File: config.mk
export PLATFORM = sky130hd
export DESIGN_NAME = fetch_stage_flat
export DESIGN_NICKNAME = d
export VERILOG_FILES = /design/src/rtl/fetch_pkg.sv /design/src/rtl/fetch_if.sv /design/src/rtl/fetch_stage.sv /design/src/flat_wrapper.sv
export SDC_FILE = /design/constraint.sdc
export NUM_CORES = 1
export LEC_CHECK = 0
export BUFFER_PORTS_ARGS = -buffer_cell sky130_fd_sc_hd__buf_2
export CAP_MARGIN = 10
export CORE_ASPECT_RATIO = 0.75
export CORE_MARGIN = 3
export CORE_UTILIZATION = 48
export DETAILED_ROUTE_END_ITERATION = 8
export HOLD_SLACK_MARGIN = 0.06
export PLACE_DENSITY = 0.86
export RECOVER_POWER = 100
export SLEW_MARGIN = 20
export SYNTH_ARGS = -nofsm -noshare
export SYNTH_HDL_FRONTEND = slang
export SYNTH_SLANG_ARGS = --single-unit
File: constraint.sdc
create_clock -name clock -period 4.5 [get_ports clock]
set_input_delay 0.9 -clock clock [delete_from_list [all_inputs] [get_ports clock]]
set_output_delay 0.9 -clock clock [all_outputs]
set_load 0.02 [all_outputs]
File: src/rtl/fetch_pkg.sv
// Shared types and constants for the instruction-fetch stage.
package fetch_pkg;

    typedef enum logic [1:0] {
        FETCH = 2'd0,
        HOLD  = 2'd1,
        DROP  = 2'd2
    } fetch_state_e;

    localparam logic [31:0] NOP_INST         = 32'h0000_0000;
    localparam logic [31:0] RESET_PC_DEFAULT = 32'h0000_0000;
    localparam logic [31:0] WORD_MASK        = 32'hFFFF_FFFC;

    function automatic logic [31:0] align_pc(input logic [31:0] pc);
        return pc & WORD_MASK;
    endfunction

endpackage

File: src/rtl/fetch_if.sv
// Single-outstanding request/acknowledge instruction-memory port.
interface fetch_if;

  logic        req;
  logic [31:0] addr;
  logic        ack;
  logic [31:0] rdata;

  modport master (output req, output addr, input ack, input rdata);
  modport slave  (input req, input addr, output ack, output rdata);

endinterface

File: src/rtl/fetch_stage.sv
// Instruction-fetch stage: PC, single-outstanding imem fetch, stall/redirect handling for IF/ID.
module fetch_stage
  import fetch_pkg::*;
#(
  parameter logic [31:0] RESET_PC = RESET_PC_DEFAULT
) (
  input  logic        clock,
  input  logic        reset,
  input  logic        PCWrite,
  input  logic        Redirect,
  input  logic [31:0] RedirectPC,
  fetch_if.master     imem,
  output logic [31:0] Inst,
  output logic [31:0] PC_Plus4,
  output logic        flush
);

  fetch_state_e state_q, state_d;
  logic [31:0]  pc_q, pc_d;
  logic [31:0]  req_addr_q, req_addr_d;
  logic [31:0]  hold_q, hold_d;
  logic [31:0]  pc_inc_s;
  logic [31:0]  redir_pc_s;
  logic [31:0]  inst_s;
  logic         req_s;

  assign pc_inc_s   = pc_q + 32'd4;
  assign redir_pc_s = align_pc(RedirectPC);

  // State and datapath registers.
  always_ff @(posedge clock or posedge reset) begin
    if (reset) begin
      state_q    <= FETCH;
      pc_q       <= RESET_PC;
      req_addr_q <= RESET_PC;
      hold_q     <= NOP_INST;
    end else begin
      state_q    <= state_d;
      pc_q       <= pc_d;
      req_addr_q <= req_addr_d;
      hold_q     <= hold_d;
    end
  end

  // Next-state logic; Redirect overrides stall and ack handling.
  always_comb begin
    state_d = state_q;
    pc_d    = pc_q;
    hold_d  = hold_q;
    inst_s  = NOP_INST;
    req_s   = 1'b0;
    case (state_q)
      FETCH: begin
        req_s = 1'b1;
        if (Redirect) begin
          pc_d    = redir_pc_s;
          hold_d  = NOP_INST;
          state_d = imem.ack ? FETCH : DROP;
        end else if (imem.ack) begin
          inst_s = imem.rdata;
          if (PCWrite) begin
            pc_d = pc_inc_s;
          end else begin
            hold_d  = imem.rdata;
            state_d = HOLD;
          end
        end else begin
          inst_s = NOP_INST;
        end
      end
      HOLD: begin
        inst_s = hold_q;
        if (Redirect) begin
          pc_d    = redir_pc_s;
          hold_d  = NOP_INST;
          state_d = FETCH;
        end else if (PCWrite) begin
          pc_d    = pc_inc_s;
          state_d = FETCH;
        end else begin
          state_d = HOLD;
        end
      end
      DROP: begin
        // Stale request must complete; its data is never presented.
        req_s = 1'b1;
        if (Redirect) begin
          pc_d = redir_pc_s;
        end else begin
          pc_d = pc_q;
        end
        if (imem.ack) begin
          state_d = FETCH;
        end else begin
          state_d = DROP;
        end
      end
      default: begin
        state_d = FETCH;
        pc_d    = pc_q;
        hold_d  = NOP_INST;
      end
    endcase
    // The address only moves when a fresh request starts in FETCH.
    if (state_d == FETCH) begin
      req_addr_d = pc_d;
    end else begin
      req_addr_d = req_addr_q;
    end
  end

  assign imem.req  = req_s & ~reset;
  assign imem.addr = req_addr_q;
  assign Inst      = reset ? NOP_INST : inst_s;
  assign PC_Plus4  = pc_inc_s;
  assign flush     = Redirect & ~reset;

endmodule

File: src/flat_wrapper.sv
// flat-port wrapper written by rule: the top's interface ports become plain ports
module fetch_stage_flat import fetch_pkg::*;
#(
  parameter logic [31:0] RESET_PC = RESET_PC_DEFAULT
)
  (clock, reset, PCWrite, Redirect, RedirectPC, Inst, PC_Plus4, flush, imem_req, imem_addr, imem_ack, imem_rdata);
  fetch_if imem_i ();
  input  logic clock;
  input  logic reset;
  input  logic PCWrite;
  input  logic Redirect;
  input  logic [31:0] RedirectPC;
  output logic [31:0] Inst;
  output logic [31:0] PC_Plus4;
  output logic flush;
  output wire logic [$bits(imem_i.req)-1:0] imem_req;
  output wire logic [$bits(imem_i.addr)-1:0] imem_addr;
  input wire logic [$bits(imem_i.ack)-1:0] imem_ack;
  input wire logic [$bits(imem_i.rdata)-1:0] imem_rdata;
  assign imem_req = imem_i.req;
  assign imem_addr = imem_i.addr;
  assign imem_i.ack = imem_ack;
  assign imem_i.rdata = imem_rdata;
  fetch_stage #(.RESET_PC(RESET_PC)) u_core (.clock(clock), .reset(reset), .PCWrite(PCWrite), .Redirect(Redirect), .RedirectPC(RedirectPC), .imem(imem_i), .Inst(Inst), .PC_Plus4(PC_Plus4), .flush(flush));
endmodule
After elaboration in Yosys (flattened, before gate mapping) --
Cells that the tools add are included.
Operators by class: shift operators 0, multiply operators 0, bitwise logic cells 4, eq/ne operators 5, div/mod/pow operators 0, add/subtract/negate cells 1, reduce and logical (&&, ||, !) cells 4, order comparisons 0, multiplexer cells 23
Operator list (number):
- $mux 32 | 12
- $pmux 32 s3 | 2
- $pmux 32 s2 | 1
- $add 32x3->32 const B | 1
- $mux 2 | 5
- $ne 3x3->1 const B | 2
- $pmux 2 s3 | 1
- $logic_not 2->1 | 2
- $reduce_and 4->1 | 1
- $and 1x1->1 | 2
- $eq 2x1->1 const B | 1
- $eq 2x2->1 const B | 1
- $mux 1 | 2
- $ne 2x2->1 const B | 1
- $not 1->1 | 2
- $reduce_or 2->1 | 1
Storage, ports and cells: flip-flop bits (word level) 98, latch bits 0, ROM bits 0, word-level logic and storage cells 41, memories kept 0, output and inout bits 98, RAM bits 0

Logic depth before layout (Yosys ltp) --
depth after elaboration 5, gate-level depth with buffers 8, gate-level depth less buffers 6

Worst setup path after synthesis --
No wires, ideal clock.
path kind input-to-output, from in reset, to out Inst[10], data required time 3.600 ns, path slack -0.345 ns, arrival 3.945 ns, path buffers 1, stages 4, path through inv_1 > nand2_1 > clkbuf_1 > nor2_1
On the way: word-level cells in the longest chain between the ends 1
Ends and longest elaborated chain:
- from (decl) | RTL line flat_wrapper.sv:9 | input logic reset;
- $mux 32 | RTL line fetch_stage.sv:114 | assign Inst = reset ? NOP_INST : inst_s;
- to (decl) | RTL line flat_wrapper.sv:13 | output logic [31:0] Inst;
Every way passes these cells.

Worst setup path in the final report --
from reg u_core.state_q[0], to out Inst[6]
On the way: word-level cells in the longest chain between the ends 3
Ends and longest elaborated chain:
- from (decl) | RTL line fetch_stage.sv:18 | fetch_state_e state_q, state_d;
- from (signal assigned) | RTL line fetch_stage.sv:38 | state_q <= state_d;
- $eq 2x1->1 or $logic_not 2->1 (tied branches) | RTL line fetch_stage.sv:52 | case (state_q)
- $pmux 32 s2 (*) | RTL line fetch_stage.sv:52
- $mux 32 (*) | RTL line fetch_stage.sv:114
Mark *: on every way between the ends. The rest lies on a longest branch, timed or not.

==> out/metrics.cfg <==
[outcome]
status=complete, but fails checks
violations=capacitance limit, slew limit

[sta]
maxSlewHeadroom_pct=-21.7
worstMarginPinSlew_ns=1.83
fin_ws_ns=0.561
hold_viol_final=0
maxSlewViolCount=35
setup_tns_ns=0
setup_violations=0
min_period_ns=3.94
finalClockSkew_ns=0.00493
period_share_pct=87.5
fmax_mhz=254
rsz0062_at_grt=no

[yosys]
synth_top_area_share_pct=39.3
yosys_register_bits=98
ys_warn_count=0
seq_area_frac_synth_pct=39.3
syn_area_um2=6240
post-synth-top-count-cell=nand2_1
synth.area.top_cells=dfrtp_1, nand2_1, nand3_1
synth.distinct_cells=70
ys_async_sr_fraction_pct=100
synthesis.nets=820
synth_common_cells=nand2_1, dfrtp_1, nor2_1, nand3_1, clkbuf_1
avgSynthCellArea_um2=8.31
dominantRegCellSynth=dfrtp_1
netlist_instances=750
yosys.area.top_type=dfrtp_1
synth_edf_count=0

[critical_path]
slowest_delay_ns=0.97
rr_worst_depth=5
crit_type=flip-flop to output port
cp_common_cell=clkbuf_1
crit_arrival_ns=3.04
rr_endpoint=u_core.imem.addr[24]
cpMaxStageDelayCell=clkbuf_1
startpoint_type=flip-flop
worstPathCellList=clkbuf_1, inv_2, nor2_2, buf_4, a22oi_1, nor2_1, clkbuf_1
reg2reg_from=u_core.state_q[0]
worst-path-max-fanout=32
crit_path_end_kind=output port
worstPathRequired_ns=3.60
worst-r2r-setup-slack_ns=0.88

[pwr]
vdd_drop_max_v=0.000230
p_per_area_nw_per_um2=371
p_leak_nw=3.01

[clocking]
cts-root-buf=clkbuf_16
numCtsBuffers=9
worstSkewPairLatency_ns=0.34
post-cts-setup-buffer-count=0
clk_pin_slew_ns=0.07
cts_resized=0
ctsHoldBuffers=0
cts_tree=built
htreeDepth=3
cts.sinks=98
clockBufferDepth=2

[detailed_routing]
viasPerCell=6.16
dr.pass1.iters=5
drt_iter0_drc=896
wl_um=19100
drc_errors=0
wl_per_cell_um=18.4
ant_nets=0
vias=6388

[floorplan]
dieHeight_um=105
pin_count=167
die_w_um=138
initial_core_util_pct=50.0
core.rowCount=35
die_area_um2=14400
core_um2=12500

[grt]
grt_usage_pct=26.6
grt_max_degree=66
grt_pass1_wl_um=30500
overflow=0
antenna_found_initial=1
grt_pass1_vias=5831

[placed_design]
gp_congestion=0.946
placement.setup.worst_slack_ns=1.32
hpwl_um=13400
numPortBuffers=164
place_inst=1021

[worst_hold_path]
whs_endpoint=u_core.hold_q[22]
min_path_cells=2
hold_class=flip-flop to flip-flop
min_from=u_core.hold_q[22]

[finish]
nets=936
layoutNonFillerInstCount=1037
final_layout_size_suffix_gt1_share_pct=13.0
seqCellArea_um2=2450
nFillCells=1199
multi_input_area_um2=3420
area_delta_synth_final_pct=15.6

[run]
maxCapViolations=1

## sequential cells by signal, summed over array words and instances, names as in the netlist
register,flops
u_core.hold_q,32
u_core.imem.addr,32
u_core.state_q,2
u_core.pc_q,32
## placed cells by master, fill, tap and decap left out, types with 10 or more instances in the layout
master / Yosys / final
buf_4: 4 / 10
nand4_1: 16 / 16
mux2_1: 12 / 12
o21ai_0: 9 / 11
nor3_1: 15 / 14
buf_2: 19 / 66
nor2_1: 70 / 68
a31oi_1: 14 / 14
dfrtp_1: 98 / 98
nand3_1: 62 / 64
xor2_1: 10 / 10
clkbuf_1: 47 / 103
a22oi_1: 37 / 37
a21oi_1: 13 / 13
nand2_1: 119 / 119
xnor2_1: 24 / 24
nor4_1: 9 / 10
## kinds of logic (layout without fill, tap and decap cells)
logic type	count (synthesis)	count (layout)	share of synthesized area [%]
other	0	1	0
adder cells (fa/ha/maj)	1	1	0.201
AO/OA/AOI/OAI	155	155	18.1
AND/OR/NAND/NOR	355	355	27.6
XOR/XNOR	34	34	4.78
multiplexers	24	24	4.27
buffers and inverters	83	203	5.74
flip-flops	98	98	39.3
## layout make-up
| type | count | share of cell area, % |
|---|---|---|
| clock inverter | 4 | 0.729 |
| antenna | 1 | 0.0347 |
| multi-input combinational | 569 | 47.5 |
| timing repair buffer | 178 | 10.9 |
| sequential | 98 | 34.0 |
| clock buffer | 11 | 3.37 |
| inverter | 10 | 0.538 |
| tap | 166 | 2.88 |
## how the worst max path moves through the flow
stage	to	startpoint
floorplan	Inst[10]	reset
global placement	Inst[10]	Redirect
detailed placement	u_core.imem.addr[24]	imem_ack
CTS	PC_Plus4[30]	u_core.pc_q[2]
global route	Inst[31]	u_core.state_q[0]
finish	Inst[6]	u_core.state_q[0]
## where the power goes
part,switching (mW),internal (mW),total [mW]
registers,0.139,1.01,1.15
logic,0.497,0.252,0.749
clock network,0.335,0.445,0.779
## worst max-delay path, delay by kind of cell (launching register included)
kind | cells | cell delay, ns
and+or+nand+nor | 2 | 0.31
AOI/OAI and AO/OA | 1 | 0.12
buffers and inverters | 4 | 1.86
DFF | 1 | 0.36
## per-stage QoR
stage	util [%]	total power, mW	hold WS [ns]	instance area (um2)
2_1_floorplan	-	1.68	0.440	6240
3_3_place_gp	56.6	1.92	0.450	7070
6_report	57.8	2.67	0.467	7210
5_1_grt	57.8	2.82	0.487	7210
4_1_cts	59.0	2.71	0.471	7360
3_5_place_dp	56.6	1.93	0.457	7070
## layer usage
metal / vias up / GRT usage (%) / routed length (um)
li1: 2940 / - / -
met1: 3047 / 39.7 / 8290
met2: 372 / 38.2 / 8380
met3: 29 / 7.12 / 2090
met4: 0 / 6.48 / 291
met5: - / 0 / 0
Note: power is estimated with default switching activity, not from simulation.
